[src/rtl/ads1675_pkg.sv]
// Shared types and default timing constants for the ADS1675 acquisition sequencer.
package ads1675_pkg;

  localparam int unsigned SAMPLE_W           = 24;
  localparam int unsigned STATE_W            = 3;
  localparam int unsigned PU_WAIT_DEF        = 65536;
  localparam int unsigned SETTLE_SAMPLES_DEF = 64;
  localparam int unsigned FCNT_W_DEF         = 16;

  typedef enum logic [STATE_W-1:0] {
    ST_OFF    = 3'd0,
    ST_PWRUP  = 3'd1,
    ST_IDLE   = 3'd2,
    ST_START  = 3'd3,
    ST_SETTLE = 3'd4,
    ST_ALIGN  = 3'd5,
    ST_RUN    = 3'd6,
    ST_ERROR  = 3'd7
  } state_e;

  // Counter width able to hold 0..n, never narrower than one bit.
  function automatic int unsigned cnt_w(input int unsigned n);
    int unsigned w;
    w = $clog2(n + 1);
    return (w == 0) ? 1 : w;
  endfunction

endpackage

[src/rtl/ads1675_dly_cnt.sv]
// Loadable down-counter; done_c is high while the count sits at zero.
module ads1675_dly_cnt
  import ads1675_pkg::*;
#(
  parameter int unsigned W = 8
) (
  input  logic         aclk,
  input  logic         aresetn,
  input  logic         load,
  input  logic [W-1:0] load_val,
  input  logic         en,
  output logic         done_c
);

  logic [W-1:0] cnt_q;

  // Load has priority; decrement stops at zero.
  always_ff @(posedge aclk or negedge aresetn) begin
    if (!aresetn) begin
      cnt_q <= '0;
    end else if (load) begin
      cnt_q <= load_val;
    end else if (en && (cnt_q != '0)) begin
      cnt_q <= cnt_q - W'(1);
    end
  end

  assign done_c = (cnt_q == '0);

endmodule

[src/rtl/ads1675_acq_ctrl.sv]
// ADS1675 acquisition sequencer: power-up, start, settle, frame alignment and
// whole-frame gating of the raw capture stream.
module ads1675_acq_ctrl
  import ads1675_pkg::*;
#(
  parameter int unsigned PU_WAIT        = PU_WAIT_DEF,
  parameter int unsigned SETTLE_SAMPLES = SETTLE_SAMPLES_DEF,
  parameter int unsigned FCNT_W         = FCNT_W_DEF
) (
  input  logic                aclk,
  input  logic                aresetn,
  input  logic                cmd_pd,
  input  logic                cmd_arm,
  input  logic                cmd_stop,
  input  logic [FCNT_W-1:0]   cmd_frames,
  output logic                ctrl_pd,
  output logic                ctrl_start,
  input  logic                adc_overflow,
  input  logic [SAMPLE_W-1:0] s_axis_tdata,
  input  logic                s_axis_tlast,
  input  logic                s_axis_tvalid,
  output logic                s_axis_tready,
  output logic [SAMPLE_W-1:0] m_axis_tdata,
  output logic                m_axis_tlast,
  output logic                m_axis_tvalid,
  input  logic                m_axis_tready,
  output logic                busy,
  output logic                err_overflow,
  output logic [FCNT_W-1:0]   frames_done,
  output logic [STATE_W-1:0]  state_o
);

  localparam int unsigned PU_CNT_W  = cnt_w(PU_WAIT);
  localparam int unsigned SET_CNT_W = cnt_w(SETTLE_SAMPLES);
  // Counters run down to zero, so they are loaded with one less than the span.
  localparam logic [PU_CNT_W-1:0]  PU_LOAD  = PU_CNT_W'(PU_WAIT - 1);
  localparam logic [SET_CNT_W-1:0] SET_LOAD =
    SET_CNT_W'((SETTLE_SAMPLES == 0) ? 0 : SETTLE_SAMPLES - 1);

  state_e              state_q;
  state_e              state_d;
  logic                arm_take_c;
  logic                active_c;
  logic                in_beat_c;
  logic                count_hit_c;
  logic                pu_done_c;
  logic                set_done_c;
  logic [FCNT_W-1:0]   frames_tgt_q;
  logic [FCNT_W-1:0]   frames_done_q;
  logic                stop_pend_q;
  logic                err_q;
  logic                ctrl_pd_q;
  logic                ctrl_start_q;
  logic                busy_q;

  assign active_c    = (state_q == ST_START) || (state_q == ST_SETTLE) ||
                       (state_q == ST_ALIGN) || (state_q == ST_RUN);
  assign in_beat_c   = s_axis_tvalid && s_axis_tready;
  assign count_hit_c = (frames_tgt_q != '0) &&
                       (FCNT_W'(frames_done_q + FCNT_W'(1)) == frames_tgt_q);

  // Power-up hold: reloaded while powered down, counts every cycle in PWRUP.
  ads1675_dly_cnt #(.W(PU_CNT_W)) u_pu_cnt (
    .aclk     (aclk),
    .aresetn  (aresetn),
    .load     (state_q == ST_OFF),
    .load_val (PU_LOAD),
    .en       (state_q == ST_PWRUP),
    .done_c   (pu_done_c)
  );

  // Filter settling: reloaded in START, counts accepted beats in SETTLE.
  ads1675_dly_cnt #(.W(SET_CNT_W)) u_settle_cnt (
    .aclk     (aclk),
    .aresetn  (aresetn),
    .load     (state_q == ST_START),
    .load_val (SET_LOAD),
    .en       ((state_q == ST_SETTLE) && in_beat_c),
    .done_c   (set_done_c)
  );

  // State register.
  always_ff @(posedge aclk or negedge aresetn) begin
    if (!aresetn) begin
      state_q <= ST_OFF;
    end else begin
      state_q <= state_d;
    end
  end

  // Next state: power-down beats overflow, which beats stop/end-of-count, which beats arm.
  always_comb begin
    state_d    = state_q;
    arm_take_c = 1'b0;
    if (cmd_pd) begin
      state_d = ST_OFF;
    end else if (adc_overflow && active_c) begin
      state_d = ST_ERROR;
    end else begin
      unique case (state_q)
        ST_OFF:    state_d = ST_PWRUP;
        ST_PWRUP:  if (pu_done_c) state_d = ST_IDLE;
        ST_IDLE,
        ST_ERROR: begin
          if (cmd_arm) begin
            state_d    = ST_START;
            arm_take_c = 1'b1;
          end
        end
        ST_START:  state_d = (SETTLE_SAMPLES == 0) ? ST_ALIGN : ST_SETTLE;
        ST_SETTLE: begin
          if (cmd_stop)                     state_d = ST_IDLE;
          else if (in_beat_c && set_done_c) state_d = ST_ALIGN;
        end
        ST_ALIGN: begin
          if (cmd_stop)                       state_d = ST_IDLE;
          else if (in_beat_c && s_axis_tlast) state_d = ST_RUN;
        end
        ST_RUN: begin
          if (in_beat_c && s_axis_tlast && (stop_pend_q || count_hit_c)) state_d = ST_IDLE;
        end
        default:   state_d = ST_OFF;
      endcase
    end
  end

  // Stream gate: pass-through only in RUN, otherwise sink and drop every beat.
  always_comb begin
    s_axis_tready = 1'b1;
    m_axis_tvalid = 1'b0;
    m_axis_tdata  = s_axis_tdata;
    m_axis_tlast  = s_axis_tlast;
    if (state_q == ST_RUN) begin
      m_axis_tvalid = s_axis_tvalid;
      s_axis_tready = m_axis_tready;
    end
  end

  // Registered controls, status and frame bookkeeping, decoded from the next state.
  always_ff @(posedge aclk or negedge aresetn) begin
    if (!aresetn) begin
      ctrl_pd_q     <= 1'b1;
      ctrl_start_q  <= 1'b0;
      busy_q        <= 1'b0;
      err_q         <= 1'b0;
      frames_tgt_q  <= '0;
      frames_done_q <= '0;
      stop_pend_q   <= 1'b0;
    end else begin
      ctrl_pd_q    <= (state_d == ST_OFF);
      ctrl_start_q <= (state_d == ST_START) || (state_d == ST_SETTLE) ||
                      (state_d == ST_ALIGN) || (state_d == ST_RUN);
      busy_q       <= !((state_d == ST_OFF) || (state_d == ST_IDLE) || (state_d == ST_ERROR));

      if (state_d == ST_ERROR) begin
        err_q <= 1'b1;
      end else if (arm_take_c) begin
        err_q <= 1'b0;
      end

      if (arm_take_c) begin
        frames_tgt_q  <= cmd_frames;
        frames_done_q <= '0;
      end else if ((state_q == ST_RUN) && in_beat_c && s_axis_tlast && (frames_done_q != '1)) begin
        frames_done_q <= frames_done_q + FCNT_W'(1);
      end

      if (state_d != ST_RUN) begin
        stop_pend_q <= 1'b0;
      end else if ((state_q == ST_RUN) && cmd_stop) begin
        stop_pend_q <= 1'b1;
      end
    end
  end

  assign ctrl_pd      = ctrl_pd_q;
  assign ctrl_start   = ctrl_start_q;
  assign busy         = busy_q;
  assign err_overflow = err_q;
  assign frames_done  = frames_done_q;
  assign state_o      = state_q;

endmodule

[config.mk]
export PLATFORM = sky130hd
export DESIGN_NAME = ads1675_acq_ctrl
export DESIGN_NICKNAME = d
export VERILOG_FILES = /design/src/rtl/ads1675_pkg.sv /design/src/rtl/ads1675_dly_cnt.sv /design/src/rtl/ads1675_acq_ctrl.sv
export SDC_FILE = /design/constraint.sdc
export NUM_CORES = 1
export LEC_CHECK = 0
export BUFFER_PORTS_ARGS = -buffer_cell sky130_fd_sc_hd__buf_2
export CAP_MARGIN = 20
export CELL_PAD_IN_SITES_DETAIL_PLACEMENT = 1
export CELL_PAD_IN_SITES_GLOBAL_PLACEMENT = 2
export CORE_ASPECT_RATIO = 0.9
export CORE_MARGIN = 3
export CORE_UTILIZATION = 32
export CTS_CLUSTER_SIZE = 8
export DETAILED_ROUTE_END_ITERATION = 6
export PLACE_DENSITY_LB_ADDON = 0.1
export SYNTH_ARGS = -nofsm -noshare
export SYNTH_HDL_FRONTEND = slang
export SYNTH_SLANG_ARGS = --single-unit
[constraint.sdc]
create_clock -name aclk -period 3.8 [get_ports aclk]
set_input_delay 0.38 -clock aclk [delete_from_list [all_inputs] [get_ports aclk]]
set_output_delay 0.38 -clock aclk [all_outputs]
set_load 0.05 [all_outputs]
After elaboration in Yosys (flattened, before gate mapping) --
Cells that the tools add are included.
Word-level totals: register bits after elaboration 64, output and inout port bits 50
Cells by class: add/sub/neg operators 3, reductions and logical operators 36, equal/unequal tests 16, muxes and demuxes 26
Operators by type and width (count):
- 17-bit two-way mux | 2
- 16-bit two-way mux | 2
- 3-bit two-way mux | 9
- 3-bit == test, second input constant | 8
- 3-bit case mux with 7 select lines | 1
- 17-bit logical NOT | 1
- 17-bit nonzero test | 1
- 17-bit by 1-bit subtractor with 17-bit output, second input constant | 1
- 16-bit by 1-bit adder with 16-bit output, second input constant | 1
- 16-bit == test | 1
- 16-bit != test, second input constant | 1
- 16-bit nonzero test | 1
- 7-bit two-way mux | 2
- 1-bit logical AND | 13
- 3-bit by 2-bit == test with 1-bit output, second input constant | 4
- 1-bit two-way mux | 10
- 2-bit nonzero test | 5
- 1-bit logical OR | 9
- 7-bit logical NOT | 1
- 7-bit nonzero test | 1
- 7-bit by 1-bit subtractor with 7-bit output, second input constant | 1
- 3-bit logical NOT | 2
- 3-bit by 1-bit == test with 1-bit output, second input constant | 1
- 3-bit != test, second input constant | 1
- other kinds (2) | 2

Longest topological paths before layout --
Gate-level depths: netlist of run 1.
depth in word-level cells 13, mapped depth 10, depth with buffers taken out 9

Modules after synthesis --
From an unflattened synthesis of run 1, not the netlist that was laid out.
Unflattened totals: cell total of the unflattened synthesis 484, area, all modules 4324.1 um2
By module, submodules not included:
- ads1675_acq_ctrl | instances 1, sequential area each 1002.2 um2, cells each 298, area an instance 2730.1 um2
- ads1675_dly_cnt at u_pu_cnt | instances 1, sequential area each 425.4 um2, cells each 134, area an instance 1132.3 um2
- ads1675_dly_cnt at u_settle_cnt | instances 1, sequential area each 175.2 um2, cells each 52, area an instance 461.7 um2

Least setup slack after synthesis of run 1 --
OpenSTA, ideal clock, no wires.
path type register to register, start point register, netlist name frames_done[0], end point register frames_tgt_q[10], clock period less this slack 3331 ps, data required time 3673 ps, stages on the path, launching flop included 10, setup time 127 ps, path buffers 1, data arrival time 3204 ps, path slack 469 ps, cell sequence dfrtp_1 -> ha_1 -> and3_1 -> a21oi_1 -> nand4b_1 -> or4b_1 -> or4_4 -> a21oi_4 -> buf_6 -> mux2_1
RTL lines:
- to (signal assigned) | RTL line ads1675_acq_ctrl.sv:162 | frames_tgt_q <= cmd_frames;
- to (decl) | RTL line ads1675_acq_ctrl.sv:48 | logic [FCNT_W-1:0] frames_tgt_q;

==> results of run 1 <==
[cell families (layout without fill, tap and decap cells)]
kind of cell	count (synthesis)	in the layout	synth area share
buf+inv	58	85	0.0891
fa+ha+maj	3	3	0.00987
xor+xnor	32	32	0.0737
flops	64	64	0.421
compound gates	70	70	0.116
simple gates	169	169	0.240
mux	17	17	0.0503
[power by group]
group	internal, mW	switching, mW
Combinational	0.0708	0.106
Clock	0.646	0.291
Sequential	0.712	0.0350
Total	1.43	0.432
[final timing paths]
| path | startpoint | end | slack (ps) | depth (start not counted) |
|---|---|---|---|---|
| setup / recovery | frames_done[0] | frames_tgt_q[1] | 350 | 9 |
| hold / removal | aresetn | u_settle_cnt.cnt_q[3] | -10 | 1 |
| setup reg to reg | frames_done[0] | frames_tgt_q[1] | 350 | 9 |
| hold reg to reg | u_pu_cnt.cnt_q[4] | u_pu_cnt.cnt_q[4] | 530 | 2 |
| max in group asynchronous | aresetn | state_o[2] | 2960 | 3 |
| min in group aclk | cmd_pd | ctrl_pd | 200 | 1 |
[cell usage in the layout (no fill, tap or decap), types with 4 or more instances in the layout]
cell type / count
nand2_1: 37
nor2_1: 21
nor4_1: 11
clkbuf_16: 9
buf_2: 50
xnor2_1: 20
inv_1: 10
dfrtp_1: 63
or3_1: 10
a211oi_1: 5
mux2_2: 4
nand3_1: 22
buf_4: 7
o21ai_0: 26
a21oi_1: 12
nand2b_1: 9
nand4_1: 8
mux2_1: 13
clkbuf_8: 4
a31oi_1: 5
nor3_1: 21
xor2_1: 12
and3_1: 6
[registers in the layout, summed over array words and instances, names as in the netlist]
register	cells
busy	1
ctrl_pd	1
ctrl_start	1
err_overflow	1
frames_done	16
frames_tgt_q	16
state_o	3
stop_pend_q	1
u_pu_cnt.cnt_q	17
u_settle_cnt.cnt_q	7
[worst max-delay path: cells and delay by family (launching register included)]
family                     cells  cell delay (ps)
buffers and inverters          1              290
and+or+nand+nor                4             1470
AOI/OAI and AO/OA              2              400
muxes                          1              370
adders and majority gates      1              320
DFF                            1              480
[routing by layer]
metal	vias to the layer above	global-route usage
met4	0	0.0445
met2	55	0.246
met3	14	0.0484
met5	-	0
li1	1513	-
met1	1539	0.226
[cell type report]
type | instances | area, sq um | share of cell area
Clock buffer | 14 | 284 | 0.0648
Clock inverter | 2 | 60.1 | 0.0137
Inverter | 10 | 37.5 | 0.00856
Multi-Input combinational cell | 291 | 1870 | 0.426
Sequential cell | 64 | 1600 | 0.365
Tap cell | 156 | 195 | 0.0445
Timing Repair Buffer | 59 | 338 | 0.0770
[stage by stage]
| stage | instances | hold WS (ps) | cell area [sq um] | utilization | total power, mW |
|---|---|---|---|---|---|
| after floorplan | 413 | 84.4 | 3800 | - | 0.931 |
| after global placement | 578 | 507 | 4010 | 0.348 | 0.932 |
| after detailed placement | 579 | 515 | 4020 | 0.349 | 0.935 |
| after CTS | 595 | 181 | 4370 | 0.379 | 1.90 |
| after global routing | 596 | 1.49 | 4390 | 0.380 | 1.95 |
| final | 596 | -15.0 | 4390 | 0.380 | 1.86 |
==> run metrics, run 1 <==
status finished, violations left; failing checks negative hold slack; # setup viols final 0; PortBufs 50; setup bufs post-CTS 0; layout cell share with drive strength beyond 1 0.198; Die Span Y 109 um; total grt overflow 0; Die ar. 0.0132 sq mm; count of pins over their slew limit 0; RSZ-0062 raised after global routing no; Netlist Area Pre-Place 0.00380 sq mm; Seq/Total Area, Yosys 0.421; PostCTS Resize Cnt 0; clk buf depth 2; Post-synth EDFFs 0; Total Routed Length 10000 um; Synth Flop Type dfrtp_1; drt wl/cell 16.8 um; Hold Buf Count CTS 0; Distinct cells, synth 57; Synth Register Bits 64; Clock Skew 8.70 ps; TNS Setup 0 ps; pre-CTS setup slack 356 ps; max_slew headroom 0.458; Critical Path, Cell by Cell ha_1 -> nand3_1 -> o21ai_0 -> nand4b_1 -> or4b_1 -> or4_4 -> a21oi_4 -> buf_4 -> mux2_2; most common cell in the netlist dfrtp_1; Syn Nets 465; nets 487; Hold Vio Cnt, Final 15; num rows 37; synth-to-layout area growth 15.3%; antenna violations before repair 0; Final WS setup 345 ps; Iteration-0 DRC Markers 123; core area 0.0115 sq mm; first-pass GRT wire length 16800 um; DIE WIDTH 121 um; number of H-tree levels 3; # IOs 99; synthesis warning total 0; CTS tree yes; Max-cap violations 0; Mapped Cells 413; WL met3 417 um; Worst EP arrival 3670 ps; number of CTS-inserted buffers 9; Fmax 289 MHz; max layer used met4; GP Congestion 0.722; crit share post-route 0.909; drc violations 0; routed vias/inst 5.24; dpl hpwl 7320 um; CP max stage cell or4_4; min Tclk post-route 3450 ps; Met2 Wirelength 4410 um; Initial Utilization 0.330; diode count 0; crit path launch type flip-flop; DRT met1 WL 5050 um; vias in the first global route 3152; largest net degree at the start of global routing 46; Critical Path Fanout Max 21; CTS sink cnt 64; worst-margin pin slew 805 ps; Area contributors post-synth dfrtp_1 41%, buf_4 5.1%, xnor2_1 4.6%; DRT antenna net count 0; Fin Hold WS -15.0 ps; PwrDens 424 mW/mm^2; LEAKAGE 1.77 nW; Post-synth top cells 63 x dfrtp_1, 37 x nand2_1, 26 x buf_4, 26 x o21ai_0, 22 x nand3_1; clk_lat worst skew 330 ps; leading area contributor after synthesis dfrtp_1; Setup Crit Path Kind flip-flop to flip-flop; clock-pin slew on the worst setup and hold paths 50 ps; Worst EP required 4010 ps; fill cell count 1359; area fraction of the dominant cell type after synthesis 0.414; Max IR drop VDD 0.231 mV; gr usage total 0.162; Vias 3121; number of detailed-route iterations in the first pass 4; crit path capture type flip-flop; worst min-delay path class primary input to asynchronous set/reset pin; Async S/R FF share, synth 1.00; CP peak stage delay 590 ps; clock root cell clkbuf_16; Syn Area/Cell 9.21 sq um
Note: power is estimated with default switching activity, not from simulation.
==> inputs of run 2 (changes only) <==
--- a/config.mk
+++ b/config.mk
@@ -5,13 +5,14 @@
 export SDC_FILE = /design/constraint.sdc
 export NUM_CORES = 1
 export LEC_CHECK = 0
+export ABC_AREA = 1
 export BUFFER_PORTS_ARGS = -buffer_cell sky130_fd_sc_hd__buf_2
 export CAP_MARGIN = 20
 export CELL_PAD_IN_SITES_DETAIL_PLACEMENT = 1
 export CELL_PAD_IN_SITES_GLOBAL_PLACEMENT = 2
 export CORE_ASPECT_RATIO = 0.9
 export CORE_MARGIN = 3
-export CORE_UTILIZATION = 32
+export CORE_UTILIZATION = 29
 export CTS_CLUSTER_SIZE = 8
 export DETAILED_ROUTE_END_ITERATION = 6
 export PLACE_DENSITY_LB_ADDON = 0.1
==> run 2 against run 1 <==
  * The run now ends clean
  * Final area grew 1.0%
  * Highest routed layer unchanged
  * Clock-buffer cell count shrank 1
  * Power grew 40%
  * Synthesized cell count grew 30%
  * Critical path type unchanged
  * Critical path depth shrank 2
  * Cell count grew 24%
  * Sequential power grew 26%
  * Maximum frequency grew 42%
==> run metrics, run 2 <==
Hold Path Origin cmd_pd; Synth Flop Type dfrtp_1; Die ar. 0.0148 sq mm (+12%); leading area contributor after synthesis dfrtp_1; vias in the first global route 3750 (+19%); dpl hpwl 8820 um (+21%); Setup Crit Path Kind flip-flop to flip-flop; TNS Setup 0 ps (unchanged); Hold Buf Count CTS 0 (unchanged); area fraction of the dominant cell type after synthesis 0.408 (-0.00671); nets 621 (+28%); Hold Path Sink ctrl_pd; Seq/Total Area, Yosys 0.415 (-0.00682); max reg flops 17 (unchanged); crit path launch type flip-flop; Distinct cells, synth 38 (-33%); Initial Utilization 0.300 (-0.0299); total grt overflow 0 (unchanged); Netlist Area Pre-Place 0.00387 sq mm (+1.6%); RSZ-0062 raised after global routing no; Critical Path, Cell by Cell ha_1 -> nand3_1 -> nor2_1 -> nand3_1 -> nand2_1 -> nand2_1 -> o21ai_0; Post-synth EDFFs 0 (unchanged); num rows 39 (+5.4%); clk_lat worst skew 330 ps (about the same); Biggest register u_pu_cnt.cnt_q; # setup viols final 0 (unchanged); worst min-delay path class primary input to flip-flop; sequential cell area 0.00160 sq mm (unchanged); routed vias/inst 4.80 (-8.4%); CTS tree yes; Hold Vio Cnt, Final 0 (-15); GP Congestion 0.769 (+6.4%); Clock Skew 4.38 ps (-4.33 ps); DIE WIDTH 128 um (+5.6%); Fin Hold WS 193 ps (+208 ps); # IOs 99 (unchanged); multi-input logic area 0.00177 sq mm (-5.4%); number of H-tree levels 3 (unchanged); CP peak stage delay 470 ps (-120 ps); diode count 0 (unchanged); Worst EP arrival 2660 ps (-1010 ps); first-pass GRT wire length 18800 um (+12%); fill cell count 1654 (+22%); Syn Nets 590 (+27%); Fmax 412 MHz (+42%); PortBufs 50 (unchanged); Synth Register Bits 64 (unchanged); CTS sink cnt 64 (unchanged); CP max stage cell dfrtp_1; Vias 3541 (+13%); synth-to-layout area growth 14.6%; Mapped Cells 538 (+30%); gr usage total 0.162 (-0.000780); most common cell after layout, fill and taps aside nand2_1; crit share post-route 0.639 (-0.271); clock-pin slew on the worst setup and hold paths 60 ps (about the same); core area 0.0129 sq mm (+12%); DRT antenna net count 0 (unchanged); LEAKAGE 2.16 nW (+22%); Area contributors post-synth dfrtp_1 41%, nand2_1 13%, inv_1 6.8%; placed cell area 0.00413 sq mm (+2.7%); synthesis warning total 0 (unchanged); clk buf depth 2 (unchanged); PostCTS Resize Cnt 0 (unchanged); Total Routed Length 11300 um (+13%); number of CTS-inserted buffers 9 (unchanged); worst-margin pin slew 952 ps (+146 ps); status finished, final reports clean; number of detailed-route iterations in the first pass 4 (unchanged); antenna violations before repair 0 (unchanged); fin area 0.00443 sq mm (+1.0%); drt wl/cell 15.3 um (-8.9%); drc violations 0 (unchanged); crit path capture type flip-flop; commonest non-fill, non-tap cells in the layout 136 x nand2_1, 70 x inv_1, 63 x dfrtp_1; largest net degree at the start of global routing 40 (-13%); Critical path origin frames_done[0]; hold path depth 1; r2r startpoint frames_done[0]; register-to-register setup slack 1370 ps (+1030 ps); Max IR drop VDD 0.225 mV (-2.3%); Critical Path Fanout Max 14 (-33%); min Tclk post-route 2430 ps (-1030 ps); Iteration-0 DRC Markers 120 (-2.4%); terminus of the critical flop-to-flop path frames_done[14]; most common cell in the netlist nand2_1; Reg2Reg Depth 7 (-2); count of pins over their slew limit 0 (unchanged); layout cell share with drive strength beyond 1 0.160 (-0.0374); Max-cap violations 0 (unchanged); Die Span Y 116 um (+5.6%); Post-synth top cells 136 x nand2_1, 70 x inv_1, 63 x dfrtp_1, 53 x nor2_1, 49 x nand3_1; clock root cell clkbuf_16; PwrDens 588 mW/mm^2 (+39%); Syn Area/Cell 7.19 sq um (-22%); max_slew headroom 0.366 (-0.0925); Async S/R FF share, synth 1.00 (unchanged); Worst EP required 4030 ps (+20 ps); setup bufs post-CTS 0 (unchanged)
run 2: changes by cell type after synthesis, moves of 9 or more:
cell	before	now
mux2_1	13	0
or3_1	10	0
nand2_1	37	136
nor2_1	21	53
nor3_1	21	11
inv_1	10	70
xor2_1	12	3
nor4_1	11	1
nand3_1	22	49
nand2b_1	9	0
xnor2_1	20	2
o21ai_0	26	48
run 2: cell families (layout without fill, tap and decap cells):
| logic type | count (synthesis) | in the layout | synth area share |
|---|---|---|---|
| AO/OA/AOI/OAI | 75 | 75 | 0.103 |
| XOR/XNOR | 6 | 6 | 0.0181 |
| adder cells (fa/ha/maj) | 3 | 3 | 0.00971 |
| buffers and inverters | 107 | 143 | 0.129 |
| flip-flops | 64 | 64 | 0.415 |
| AND/OR/NAND/NOR | 283 | 283 | 0.326 |
run 2: worst max-delay path by stage:
stage               slack (ps)                    end  cells past startpoint
finish                    1370        frames_done[14]                      7
global route              1080        frames_done[14]                     10
detailed placement        1370        frames_done[14]                     10
floorplan                 1330  u_settle_cnt.cnt_q[4]                     12
CTS                       1330        frames_done[14]                     10
global placement          1450                   busy                     18
run 2: stage by stage:
stage	worst slack [ps]	power (mW)	utilization	cells
6_report	1370	2.61	0.344	738
5_1_grt	1080	2.79	0.344	738
4_1_cts	1330	2.65	0.344	738
3_5_place_dp	1370	1.78	0.321	722
3_3_place_gp	1450	1.77	0.321	722
2_1_floorplan	1330	1.59	-	538
run 2: layout make-up:
type                            count  share of cell area
Clock buffer                       13              0.0587
Clock inverter                      3             0.00904
Inverter                           73              0.0618
Multi-Input combinational cell    367               0.399
Sequential cell                    64               0.362
Tap cell                          164              0.0463
Timing Repair Buffer               54              0.0633
run 2: where the power goes:
| group | total, mW | internal (mW) | leakage (nW) | switching, mW |
|---|---|---|---|---|
| Combinational | 0.819 | 0.226 | 1.33 | 0.593 |
| Sequential | 0.943 | 0.817 | 0.684 | 0.126 |
| Clock | 0.844 | 0.542 | 0.150 | 0.302 |
| Total | 2.61 | 1.58 | 2.16 | 1.02 |
run 2: layer usage:
layer / GRT usage / vias to the layer above / wire length (um)
li1: - / 1771 / -
met1: 0.212 / 1683 / 5440
met2: 0.269 / 76 / 5310
met3: 0.0433 / 11 / 426
met4: 0.0368 / 0 / 104
met5: 0 / - / 0
run 2: worst max-delay path: cells and delay by family, from the launching register on:
family                   cells  cell delay (ps)
AND/OR/NAND/NOR              5             1260
AO/OA/AOI/OAI                1              330
adder cells (fa/ha/maj)      1              260
flip-flops                   1              470
